### config.mk
export PLATFORM = sky130hd
export DESIGN_NAME = uart_autobaud
export DESIGN_NICKNAME = d
export VERILOG_FILES = /design/src/rtl/uart_autobaud.sv
export SDC_FILE = /design/constraint.sdc
export NUM_CORES = 1
export LEC_CHECK = 0
export CORE_ASPECT_RATIO = 1.4
export CORE_MARGIN = 2
export CORE_UTILIZATION = 50
export DETAILED_ROUTE_END_ITERATION = 8
export PLACE_DENSITY = 0.67
export SKIP_LAST_GASP = 1
export SLEW_MARGIN = 20
export SYNTH_ARGS = -nofsm -noshare
export SYNTH_HDL_FRONTEND = slang
export SYNTH_SLANG_ARGS = --single-unit
export TNS_END_PERCENT = 30
### constraint.sdc
create_clock -name clk -period 2.9 [get_ports clk]
set_input_delay 0.87 -clock clk [delete_from_list [all_inputs] [get_ports clk]]
set_output_delay 0.87 -clock clk [all_outputs]
set_load 0.1 [all_outputs]
### src/rtl/uart_autobaud.sv
// Auto-baud detector: times the UART start bit and reports the half-bit divisor.
// Define AUTOBAUD_CHECK_EN to also time the following high bit and reject mismatches.
module uart_autobaud #(
  parameter int unsigned MIN_PULSE = 4,
  parameter logic [31:0] TIMEOUT   = 32'd16777216
) (
  input  logic        clk,
  input  logic        reset,
  input  logic        start,
  input  logic        rx,
  output logic [31:0] divisor,
  output logic        valid,
  output logic        error,
  output logic        busy
);

  typedef enum logic [2:0] {
    IDLE,
    WAIT_IDLE,
    WAIT_FALL,
    MEAS_LOW,
`ifdef AUTOBAUD_CHECK_EN
    MEAS_HIGH,
`endif
    RESULT
  } state_t;

  state_t      state_q, state_d;
  logic [31:0] cnt_q, cnt_d;
  logic [31:0] nlow_q, nlow_d;
  logic [31:0] div_q, div_d;
  logic        valid_q, valid_d;
  logic        error_q, error_d;
  logic        rx_meta_q, rx_s_q;
  logic [32:0] half_sum;
  logic        accept;

  // Round half up; the extra bit keeps N_low = 2^32-1 from wrapping.
  assign half_sum = {1'b0, nlow_q} + 33'd1;

`ifdef AUTOBAUD_CHECK_EN
  logic [31:0] nhigh_q, nhigh_d;
  logic [31:0] diff;
  assign diff   = (nhigh_q >= nlow_q) ? (nhigh_q - nlow_q) : (nlow_q - nhigh_q);
  assign accept = (nlow_q >= 32'(MIN_PULSE)) && (diff <= (nlow_q >> 2));
`else
  assign accept = (nlow_q >= 32'(MIN_PULSE));
`endif

  always_ff @(posedge clk) begin
    if (reset) begin
      state_q   <= IDLE;
      cnt_q     <= '0;
      nlow_q    <= '0;
      div_q     <= '0;
      valid_q   <= 1'b0;
      error_q   <= 1'b0;
      rx_meta_q <= 1'b1;
      rx_s_q    <= 1'b1;
`ifdef AUTOBAUD_CHECK_EN
      nhigh_q   <= '0;
`endif
    end else begin
      state_q   <= state_d;
      cnt_q     <= cnt_d;
      nlow_q    <= nlow_d;
      div_q     <= div_d;
      valid_q   <= valid_d;
      error_q   <= error_d;
      rx_meta_q <= rx;
      rx_s_q    <= rx_meta_q;
`ifdef AUTOBAUD_CHECK_EN
      nhigh_q   <= nhigh_d;
`endif
    end
  end

  always_comb begin
    state_d = state_q;
    cnt_d   = cnt_q;
    nlow_d  = nlow_q;
    div_d   = div_q;
    valid_d = 1'b0;
    error_d = 1'b0;
`ifdef AUTOBAUD_CHECK_EN
    nhigh_d = nhigh_q;
`endif
    case (state_q)
      IDLE:      if (start) state_d = WAIT_IDLE;
      // A line already low at arm time is not a start bit we can time.
      WAIT_IDLE: if (rx_s_q) state_d = WAIT_FALL;
      WAIT_FALL: if (!rx_s_q) begin
        state_d = MEAS_LOW;
        cnt_d   = 32'd1;
      end
      MEAS_LOW: begin
        if (rx_s_q) begin
          nlow_d  = cnt_q;
`ifdef AUTOBAUD_CHECK_EN
          state_d = MEAS_HIGH;
          cnt_d   = 32'd1;
`else
          state_d = RESULT;
`endif
        end else if (cnt_q >= TIMEOUT) begin
          error_d = 1'b1;
          state_d = IDLE;
        end else begin
          cnt_d = cnt_q + 32'd1;
        end
      end
`ifdef AUTOBAUD_CHECK_EN
      MEAS_HIGH: begin
        if (!rx_s_q) begin
          nhigh_d = cnt_q;
          state_d = RESULT;
        end else if (cnt_q >= TIMEOUT) begin
          error_d = 1'b1;
          state_d = IDLE;
        end else begin
          cnt_d = cnt_q + 32'd1;
        end
      end
`endif
      RESULT: begin
        if (accept) begin
          div_d   = half_sum[32:1];
          valid_d = 1'b1;
        end else begin
          error_d = 1'b1;
        end
        state_d = IDLE;
      end
      default: state_d = IDLE;
    endcase
  end

  assign divisor = div_q;
  assign valid   = valid_q;
  assign error   = error_q;
  assign busy    = (state_q != IDLE);

endmodule

# Yosys cells after proc, flatten, opt, wreduce, memory -nomap -nowiden
# Cells that the tools add are included.
[classes]
add_sub_neg = 2
magnitude_cmp = 2
n_eq_ne = 10
muxes = 15
bitwise = 1
reduce_logical = 8
[op_table]
columns = ["operator", "count"]
rows = [
  ["$mux 32", 3],
  ["$pmux 32 s2", 1],
  ["$add 32x1->33 const B", 1],
  ["$add 32x1->32 const B", 1],
  ["$ge 32x25->1 const B", 1],
  ["$ge 32x3->1 const B", 1],
  ["$mux 3", 5],
  ["$pmux 3 s4", 1],
  ["$ne 2x2->1 const B", 5],
  ["$reduce_and 4->1", 2],
  ["$eq 3x2->1 const B", 2],
  ["$mux 1", 4],
  ["$reduce_and 2->1", 2],
  ["$eq 3x1->1 const B", 1],
  ["$eq 3x3->1 const B", 1],
  ["$logic_not 3->1", 1],
  ["$ne 3x3->1 const B", 1],
  ["$reduce_bool 3->1", 1],
  ["$pmux 1 s2", 1],
  ["$reduce_bool 2->1", 1],
  ["$reduce_or 2->1", 1],
  ["$not 1->1", 1],
]
[word_totals]
register_bits = 103
out_inout_bits = 35
word_cells = 46

# Longest topological paths before layout
[logic_depth]
depth_word = 4
ltp_mapped = 8
mapped_depth_nobuf = 6

# Least setup slack after synthesis
# No wires, ideal clock.
[synth_path]
path_type = "register to output"
start = "register state_q[0]"
end = "output busy"
arrival_ps = 1286
required_ps = 2030
path_slack_ps = 744
path_stages_with_launch = 3
path_buffers = 1
cell_sequence = "dfxtp_1 > clkbuf_1 > or3_1"
[synth_between]
elab_chain_len = 1
[synth_rtl]
columns = ["element", "line", "rtl"]
rows = [
  ["from (decl)", "28", "state_t state_q, state_d;"],
  ["from (signal assigned)", "64", "state_q <= state_d;"],
  ["$reduce_bool 3->1", "141", "assign busy = (state_q != IDLE);"],
  ["to (decl)", "14", "output logic busy"],
]
# No other way between the ends.

# Worst setup path after layout
# Same ends and word-level chain as after synthesis.

==> impl_results.md <==
- Run status: finished clean
- Synth Flop Type: dfxtp_1
- Share of synthesized area occupied by flip-flops and latches: between 40% and 50%
- Cell total after placement: approximately 700
- Fraction of layout cells with a size suffix above 1: 12.7%
- Clock network fraction of total power: between 40% and 50%
- Pin count of the biggest net entering global routing: between 50 and 60
- Number of antenna violations at the first check in global routing: 0
- Clock network latency to the later pin of the worst-skew pair: around 0.35 ns
- Post-detailed-routing wire length: ~10000 um
- Crit path largest cell delay: roughly 0.41 ns
- Total power consumption of the routed design: ~2.6 mW
- Cell with the largest stage delay on the worst path: or3_1
- Length of the first detailed-routing pass in iterations: 4
- Count of different cell masters after synthesis: 52
- Total negative setup slack: 0 ns
- Post-Synthesis Net Count: 577
- Design Area, Final: roughly 0.0053 sq mm
- RSZ-0062 raised after global routing: no
- Number of fillers in the final layout: 861
- Number of standard cells in the final layout excluding fillers: between 700 and 800
- Yosys warnings: 0
- Critical path endpoint category: primary output
- Number of enable flip-flop cells after synthesis: 0
- Net Switching: 0.613 mW
- Overall fraction of global-route tracks in use: a little over a fifth
- Gp weighted congestion: 0.892
- Vias in the first global route: between 3000 and 4000
- Area of the core: 0.00903 sq mm
- Dominant cells by area after synthesis: dfxtp_1, nand2_1, a21oi_1
- Hold Fails Final Rpt: 0
- List of most frequent post-synthesis cells: dfxtp_1, nand2_1, nor2_1
- CP Data Required Time: ~2 ns
- CTS Buf Count: 9
- CP bufs+invs: 1
- Setup violation total in the final timing report: 0
- Instance area after placement: 0.00498 sq mm
- Starting density of the core: 51.3%
- Maximum fanout along the worst path: 11
- Static Leakage: 1.73 nW
- Placed wire-length estimate: approximately 7700 um
- Hold-fix buffers, CTS: 0
- Relative max-transition margin: about half
- Max Fclk: roughly 0.44 GHz
- Worst EP arrival: 1.40 ns
- Area fraction of the dominant cell type after synthesis: between 40% and 50%
- Cell with the most instances after synthesis: dfxtp_1
- Count of antenna-violating nets left after detailed routing: 0
- Power density cells: 502 mW/mm^2
- Hold crit path type: register to register
- GRT overflow: 0
- Async SR Flop Fraction: 0%
- Switching fraction of total power: 23.2%
- Sinks on Clock Net: between 100 and 150
- Measured slew at the worst slew-check pin: ~0.74 ns
- Final nets: approximately 600
- Number of synthesized register bits: 103
- Number of instances in the synthesized netlist: 569
- Remaining design rule violation count: 0
- Startpoint of the most critical hold path: rx_meta_q
- Sequential share of power: a little over half
- Antenna diode count: 0
- H-tree levels: 3
- Crit Path Category: register to primary output
- Cell type with the largest total area after synthesis: dfxtp_1
- Final period util: between 70 and 80%
- CTS Root Buffer Type: clkbuf_16
- Final Max Slew Viols: 0
- Setup skew after layout: between 0.007 and 0.008 ns
- Time the final worst path needs with I/O delays and setup: roughly 2.3 ns
- Max Root-Sink Buffers: 2
- Average wire per standard cell: 14.8 um
- Launch point of the worst path: state_q[0]
- Startpoint Class: register
- Site Rows: 41
- Input/output buffers: 38
- Cell internal pwr: 2.03 mW
- Global-route wire length before repair: about 18000 um
- Count of buffers added by post-CTS timing repair for setup: 0
- Vias after detailed routing: 4040
- Post-cts sizing count: 0
- Top cell family by delay on the critical path: simple AND/OR/NAND/NOR gates
- Summed instance area of the synthesized netlist: 0.00463 sq mm
- CTS tree: done
- Iter 0 DRT Violations: about 200
- Combinational share of power: 2.9%
- Worst flop-to-flop path startpoint: cnt_q[24]
- Die W: 85.3 um
- Die Area: 0.0101 sq mm
- Synthesized area per cell: slightly above 8 sq um
- Worst IR Drop VDD: approximately 0.00038 V
- Count of boundary I/O pins: 39
- Reg clk slew, reported paths: roughly 0.070 ns
- Worst hold slack: slightly above 0.4 ns
- Critical Path, Cell by Cell: or3_1, buf_4
- Number of violations of the max-capacitance limit: 0
- Vert. Die Dim: approximately 120 um
- Area growth from synthesis to layout: 13.7%
- Vias per cell: roughly 5.7
## kinds of logic (layout without fill, tap and decap cells)
group                      Yosys count  count (layout)  synth area share [%]
buffers and inverters               45              75                  4.33
DFF                                103             103                  44.6
AOI/OAI and AO/OA                  127             127                  17.0
muxes                                2               2                 0.433
xor gates and xnor gates            30              30                  5.68
adders and majority gates            4               4                  1.08
and+or+nand+nor                    258             258                  26.9
## state kept, by name, indices dropped and copies added, names as in the netlist
register,count
cnt_q,32
state_q,3
divisor,32
rx_meta_q,1
valid,1
rx_s_q,1
error,1
nlow_q,32
## placed cells by master, fill, tap and decap left out, drive strengths merged, types with 13 or more instances in the layout
cell type / Yosys / routed
inv: 10 / 13
buf: 4 / 47
a211oi: 30 / 30
a21oi: 53 / 53
dfxtp: 103 / 103
nor2: 63 / 63
o21ai: 18 / 18
nand3: 25 / 25
nand2: 92 / 92
xor2: 21 / 21
## final timing paths
| path | end | slack, ns | cells after the start |
|---|---|---|---|
| worst max-delay path | busy | 0.63 | 2 |
| worst min-delay path | rx_s_q | 0.41 | 1 |
| worst max register to register | cnt_q[20] | 0.64 | 5 |
| worst min register to register | rx_s_q | 0.41 | 1 |
## cell type report
| class | count | area [sq um] | share of cell area, % |
|---|---|---|---|
| Sequential cell | 103 | 2060 | 39.2 |
| Timing Repair Buffer | 49 | 383 | 7.28 |
| Clock buffer | 9 | 225 | 4.28 |
| Clock inverter | 7 | 55.1 | 1.05 |
| Multi-Input combinational cell | 421 | 2370 | 45.0 |
| Inverter | 10 | 37.5 | 0.713 |
| Tap cell | 107 | 134 | 2.54 |
## per-stage QoR
stage               setup WS [ns]  utilization (%)
finish                      0.634             58.3
global route                0.536             58.3
CTS                         0.627             58.3
detailed placement          0.683             55.2
global placement            0.720             55.2
floorplan                   0.744                -
## metal layers
metal / global-route usage (%) / wire length (um) / vias up
met2: 35.2 / 5220 / 90
met4: 10.3 / 279 / 0
met5: 0 / 0 / -
met3: 2.45 / 355 / 22
li1: - / - / 2067
met1: 28.3 / 4590 / 1861
## power groups by stage
stage	Combinational, mW	Sequential, mW	Clock [mW]
3_3_place_gp	0.0756	1.46	0
5_1_grt	0.0823	1.42	1.23
2_1_floorplan	0.0658	1.45	0
3_5_place_dp	0.0762	1.46	0
4_1_cts	0.0765	1.42	1.17
6_report	0.0764	1.42	1.14
(Power assumes the default switching activity.)
